**src/rtl/mem_access_ctrl.sv**
```systemverilog
// MEM-stage data-memory access controller: issues the bus request in the cycle the op is seen, registers the result into WB on advance.
// Holds IF..MEM via MEM_MemStall until data_ok; a load finishing while WB is blocked parks its data in DONE.
module mem_access_ctrl #(
    parameter int STAT_W = 16
) (
    input  logic              clk,
    input  logic              rst,
    input  logic              MEM_Flush,
    input  logic              WB_Wr,
    input  logic              WB_Flush,
    input  logic [31:0]       MEM_ALUOut,
    input  logic [31:0]       MEM_OutB,
    input  logic [31:0]       MEM_PC,
    input  logic [4:0]        MEM_Dst,
    input  logic              MEM_RegsWr,
    input  logic              MEM_IsLoad,
    input  logic              MEM_IsStore,
    input  logic [1:0]        MEM_Size,
    input  logic              MEM_LoadSign,
    input  logic              MEM_ExcValid,
    output logic              data_req,
    output logic              data_wr,
    output logic [1:0]        data_size,
    output logic [31:0]       data_addr,
    output logic [3:0]        data_wstrb,
    output logic [31:0]       data_wdata,
    input  logic              data_addr_ok,
    input  logic              data_data_ok,
    input  logic [31:0]       data_rdata,
    output logic              MEM_MemStall,
    output logic [31:0]       WB_Result,
    output logic [4:0]        WB_Dst,
    output logic              WB_RegsWr,
    output logic [31:0]       WB_PC,
    output logic [STAT_W-1:0] perf_stall_cnt
);

    typedef enum logic [1:0] {
        S_IDLE  = 2'd0,
        S_WAIT  = 2'd1,
        S_DONE  = 2'd2,
        S_DRAIN = 2'd3
    } state_t;

    state_t      state;
    state_t      state_nxt;
    logic        mem_op;
    logic        pending;
    logic        advance;
    logic        lat_en;
    logic [1:0]  addr_lo;
    logic [31:0] rdata_shift;
    logic [31:0] load_ext;
    logic [31:0] load_val;
    logic [31:0] lat_data;
    logic [3:0]  strb;
    logic [31:0] wdata;

    assign mem_op  = MEM_IsLoad | MEM_IsStore;
    assign pending = mem_op & ~MEM_ExcValid & ~MEM_Flush;
    assign advance = WB_Wr & ~MEM_MemStall;
    assign addr_lo = MEM_ALUOut[1:0];

    // ---------------- FSM: state register ----------------
    always_ff @(posedge clk or posedge rst) begin
        if (rst) begin
            state <= S_IDLE;
        end else begin
            state <= state_nxt;
        end
    end

    // ---------------- FSM: next state ----------------
    // Stall is low in WAIT-with-data_ok and in DONE, so advance reduces to WB_Wr there.
    always_comb begin
        state_nxt = state;
        case (state)
            S_IDLE: begin
                if (pending && data_addr_ok) begin
                    state_nxt = S_WAIT;
                end
            end
            S_WAIT: begin
                if (data_data_ok) begin
                    state_nxt = (MEM_Flush || WB_Wr) ? S_IDLE : S_DONE;
                end else if (MEM_Flush) begin
                    state_nxt = S_DRAIN;
                end
            end
            S_DONE: begin
                if (WB_Wr || MEM_Flush) begin
                    state_nxt = S_IDLE;
                end
            end
            S_DRAIN: begin
                if (data_data_ok) begin
                    state_nxt = S_IDLE;
                end
            end
            default: state_nxt = S_IDLE;
        endcase
    end

    // ---------------- FSM: outputs ----------------
    always_comb begin
        data_req     = 1'b0;
        MEM_MemStall = 1'b0;
        lat_en       = 1'b0;
        case (state)
            S_IDLE: begin
                data_req     = pending;
                MEM_MemStall = pending;
            end
            S_WAIT: begin
                MEM_MemStall = ~data_data_ok;
                lat_en       = data_data_ok & ~MEM_Flush & ~WB_Wr;
            end
            S_DRAIN: begin
                MEM_MemStall = pending & mem_op;
            end
            default: begin
                data_req     = 1'b0;
                MEM_MemStall = 1'b0;
            end
        endcase
    end

    // ---------------- store lane placement ----------------
    always_comb begin
        strb  = 4'hF;
        wdata = MEM_OutB;
        case (MEM_Size)
            2'd0: begin
                strb  = 4'b0001 << addr_lo;
                wdata = {4{MEM_OutB[7:0]}};
            end
            2'd1: begin
                strb  = 4'b0011 << addr_lo;
                wdata = {2{MEM_OutB[15:0]}};
            end
            default: begin
                strb  = 4'hF;
                wdata = MEM_OutB;
            end
        endcase
    end

    assign data_wr    = MEM_IsStore;
    assign data_size  = MEM_Size;
    assign data_addr  = MEM_ALUOut;
    assign data_wstrb = MEM_IsStore ? strb : 4'h0;
    assign data_wdata = wdata;

    // ---------------- load lane select and extension ----------------
    always_comb begin
        rdata_shift = data_rdata >> {addr_lo, 3'b000};
        case (MEM_Size)
            2'd0: load_ext = MEM_LoadSign ? {{24{rdata_shift[7]}}, rdata_shift[7:0]}
                                          : {24'd0, rdata_shift[7:0]};
            2'd1: load_ext = MEM_LoadSign ? {{16{rdata_shift[15]}}, rdata_shift[15:0]}
                                          : {16'd0, rdata_shift[15:0]};
            default: load_ext = data_rdata;
        endcase
    end

    assign load_val = (state == S_DONE) ? lat_data : load_ext;

    // Holds the already-extended load result while WB is blocked.
    always_ff @(posedge clk or posedge rst) begin
        if (rst) begin
            lat_data <= 32'd0;
        end else if (lat_en) begin
            lat_data <= load_ext;
        end
    end

    // ---------------- MEM->WB register ----------------
    always_ff @(posedge clk or posedge rst) begin
        if (rst) begin
            WB_Result <= 32'd0;
            WB_Dst    <= 5'd0;
            WB_RegsWr <= 1'b0;
            WB_PC     <= 32'd0;
        end else if (WB_Flush) begin
            WB_Result <= 32'd0;
            WB_Dst    <= 5'd0;
            WB_RegsWr <= 1'b0;
            WB_PC     <= 32'd0;
        end else if (advance) begin
            WB_Result <= MEM_IsLoad ? load_val : MEM_ALUOut;
            WB_Dst    <= MEM_Dst;
            WB_RegsWr <= MEM_RegsWr & ~MEM_ExcValid & ~MEM_Flush;
            WB_PC     <= MEM_PC;
        end
    end

    // ---------------- stall-cycle counter ----------------
    always_ff @(posedge clk or posedge rst) begin
        if (rst) begin
            perf_stall_cnt <= '0;
        end else if (MEM_MemStall && (perf_stall_cnt != {STAT_W{1'b1}})) begin
            perf_stall_cnt <= perf_stall_cnt + 1'b1;
        end
    end

endmodule

```
**config.mk**
```make
export PLATFORM = sky130hd
export DESIGN_NAME = mem_access_ctrl
export DESIGN_NICKNAME = d
export VERILOG_FILES = /design/src/rtl/mem_access_ctrl.sv
export SDC_FILE = /design/constraint.sdc
export NUM_CORES = 1
export LEC_CHECK = 0
export ABC_AREA = 1
export CAP_MARGIN = 10
export CORE_AREA = 2 2 164 118
export CTS_BUF_LIST = sky130_fd_sc_hd__clkbuf_8
export DETAILED_ROUTE_END_ITERATION = 10
export DIE_AREA = 0 0 166 120
export PLACE_DENSITY = 0.83
export RECOVER_POWER = 50
export SYNTH_ARGS = -nofsm -noshare
export SYNTH_HDL_FRONTEND = slang
export SYNTH_SLANG_ARGS = --single-unit
export TNS_END_PERCENT = 10
```
**constraint.sdc**
```tcl
create_clock -name clk -period 3.4 [get_ports clk]
set_clock_uncertainty 0.15 [all_clocks]
set_input_delay 0.34 -clock clk [delete_from_list [all_inputs] [get_ports clk]]
set_output_delay 0.34 -clock clk [all_outputs]
set_load 0.01 [all_outputs]
```
==> impl_metrics.json <==
{
  "worstHoldStart": "MEM_PC[19]",
  "arrival_ns": 2.42,
  "hold_class": "in2reg",
  "fin_crit_ns": 2.912,
  "cts_root_buffer": "clkbuf_8",
  "syn_nets": 1184,
  "cts.hold.buffers_added": 0,
  "worst_pin_slew_ns": 1.682,
  "coreArea_um2": 18450,
  "synth.area.top_cells": "dfrtp_1, nand2_1, buf_4, nor2_1, o21ai_0",
  "worstPathRequired_ns": 2.91,
  "fin_nets": 1424,
  "synth_edf_count": 0,
  "die_w_um": 166,
  "clock_latency_ns": 0.43,
  "post_drt_wl_per_cell_um": 15.68,
  "startpoint": "MEM_Size[1]",
  "drc": 0,
  "synth_flop_cell": "dfrtp_1",
  "die_h_um": 120,
  "die_area_um2": 19920,
  "vias": 7542,
  "ys_ff_latch": 120,
  "p_leak_nw": 5.194,
  "pwr_density_cell_nw_per_um2": 489.9,
  "syn_avg_cell_area_um2": 6.924,
  "final_layout_size_suffix_gt1_frac": 0.04969,
  "routed_wl_um": 23990,
  "dr.pass1.iters": 6,
  "clk_pin_slew_worst_paths_ns": 0.08,
  "cap_violations": 1,
  "netlist_instances": 1036,
  "ff2ff_setup_slack_ns": 0.96,
  "synth_area_um2": 7173,
  "antenna_found_initial": 0,
  "hpwl_um": 17370,
  "status": "complete, but fails checks",
  "grt_setup_unrepaired": "false",
  "avgViaCountPerCell": 4.929,
  "setup_tns_ns": 0,
  "final_cells": 1530,
  "finalWeightedCongestion": 0.9251,
  "crit_path_end_kind": "output pin",
  "async_flop_share": 1.000,
  "grt_pass1_vias": 7404,
  "drv_slew": 121,
  "place_inst": 1499,
  "clock.fmax_mhz": 343.4,
  "worst-setup-path-type": "in2out",
  "yosys_warnings": 0,
  "reg2reg_from": "state[0]$_DFFE_PP0P_",
  "clock-sinks": 120,
  "irDropWorstVdd_v": 0.0002525,
  "fin_crit_sh": 0.8565,
  "yosysTopAreaCell": "dfrtp_1",
  "start_util": 0.3889,
  "ctsResizeCount": 0,
  "grt_max_degree": 121,
  "antenna_left": 0,
  "fillers": 1726,
  "synthDistinctLibCells": 41,
  "slew_headroom": -0.1213,
  "initialDrtViolationCount": 749,
  "clockBufferDepth": 2,
  "ys_seq_area_frac": 0.4186,
  "final_cell_mix": "nand2_1, clkdlybuf4s50_1, dfrtp_1, dlygate4sd3_1, nor2_1",
  "grt.overflow.total": 0,
  "crit_fanout": 14,
  "htreeDepth": 4,
  "io_pins": 306,
  "final_common_cell": "nand2_1",
  "finalSetupViolCount": 0,
  "grt_pass1_wl_um": 38810,
  "critPathLaunchType": "primary input",
  "cts_tree": "built",
  "cts-buffers-inserted": 17,
  "io_buffers": 305,
  "n_antenna_cell": 0,
  "grt_usage": 0.2427,
  "finalHoldViolCount": 0,
  "area_growth_syn_to_layout_pct": 44.67,
  "post_cts_buffers": 0,
  "violations": "max-capacitance violations, max-slew violations",
  "placementRows": 42,
  "synth.top_cell.area_share": 0.4186
}
synthesized netlist by cell type, types with 2 or more instances:
cell type / instances
clkbuf_1: 18
buf_6: 7
buf_4: 52
a31oi_1: 31
nand3_1: 34
or2_2: 2
nand3b_1: 3
buf_2: 18
inv_2: 6
nor3_1: 4
o21ai_1: 6
o211ai_1: 6
nor2_2: 2
buf_1: 2
o21ai_0: 49
xor2_1: 7
nor2_1: 71
inv_1: 53
nand2_1: 496
a21oi_1: 6
dfrtp_1: 120
nand4_1: 20
xnor2_1: 5
path summary, 6_finish.rpt:
check | endpoint | cells after the start
max | data_wdata[11] | 7
min | WB_PC[19]$_DFFE_PP0P_ | 3
max reg2reg | WB_PC[8]$_DFFE_PP0P_ | 8
min reg2reg | WB_PC[21]$_DFFE_PP0P_ | 2
max in group asynchronous | WB_PC[9]$_DFFE_PP0P_ | 3
min in group asynchronous | WB_PC[19]$_DFFE_PP0P_ | 3
layer usage:
layer / vias to the layer above / wire length [µm] / GRT usage / part of all wire
li1: 3711 / - / - / -
met1: 3507 / 11070 / 0.3356 / 0.46
met2: 295 / 10990 / 0.3913 / 0.46
met3: 29 / 1623 / 0.04947 / 0.068
met4: 0 / 310 / 0.06087 / 0.013
met5: - / 0 / 0 / 0
state kept, by name (all words and copies together), names as in the netlist:
register and flops:
WB_RegsWr 1, WB_Result 32, WB_PC 32, perf_stall_cnt 16, state 2, WB_Dst 5, lat_data 32
cell families after synthesis:
| logic type | synth area share |
|---|---|
| AND/OR/NAND/NOR | 0.3595 |
| flip-flops | 0.4186 |
| adder cells (fa/ha/maj) | 0.001744 |
| XOR/XNOR | 0.01465 |
| buffers and inverters | 0.1207 |
| AO/OA/AOI/OAI | 0.08477 |
worst max-delay path, stage by stage:
cell and delay, ns:
clkdlybuf4s50_1 0.56, buf_4 0.21, inv_1 0.07, nand2_1 0.15
inv_1 0.23, o21ai_0 0.28, clkdlybuf4s50_1 0.59
power by group:
group	total [mW]	switching (mW)	internal, mW
clock network	1.22	0.608	0.608
registers	2.02	0.237	1.79
logic	1.85	0.997	0.849
per-stage QoR:
stage	hold slack [ns]	power, mW	setup slack (ns)	cell area [µm²]	util
finish	0.2908	5.084	0.4878	10380	0.5626
global route	0.2759	5.440	0.3701	10380	0.5626
CTS	0.2634	5.175	0.5290	10390	0.5633
detailed placement	0.3116	3.935	0.5334	10020	0.5434
global placement	0.3031	3.881	0.6213	10020	0.5434
floorplan	0.2996	3.101	1.441	7177	-
cell type report:
cell class              instances  area (µm²)  share of cell area
inverters                      61       235.2             0.02267
flip-flops and latches        120        3003              0.2894
multi-input cells             758        3307              0.3187
repair buffers                318        3163              0.3048
well taps                     242       302.8             0.02918
clock inverters                12       105.1             0.01013
clock buffers                  19       261.5             0.02520
(Power assumes the default switching activity.)
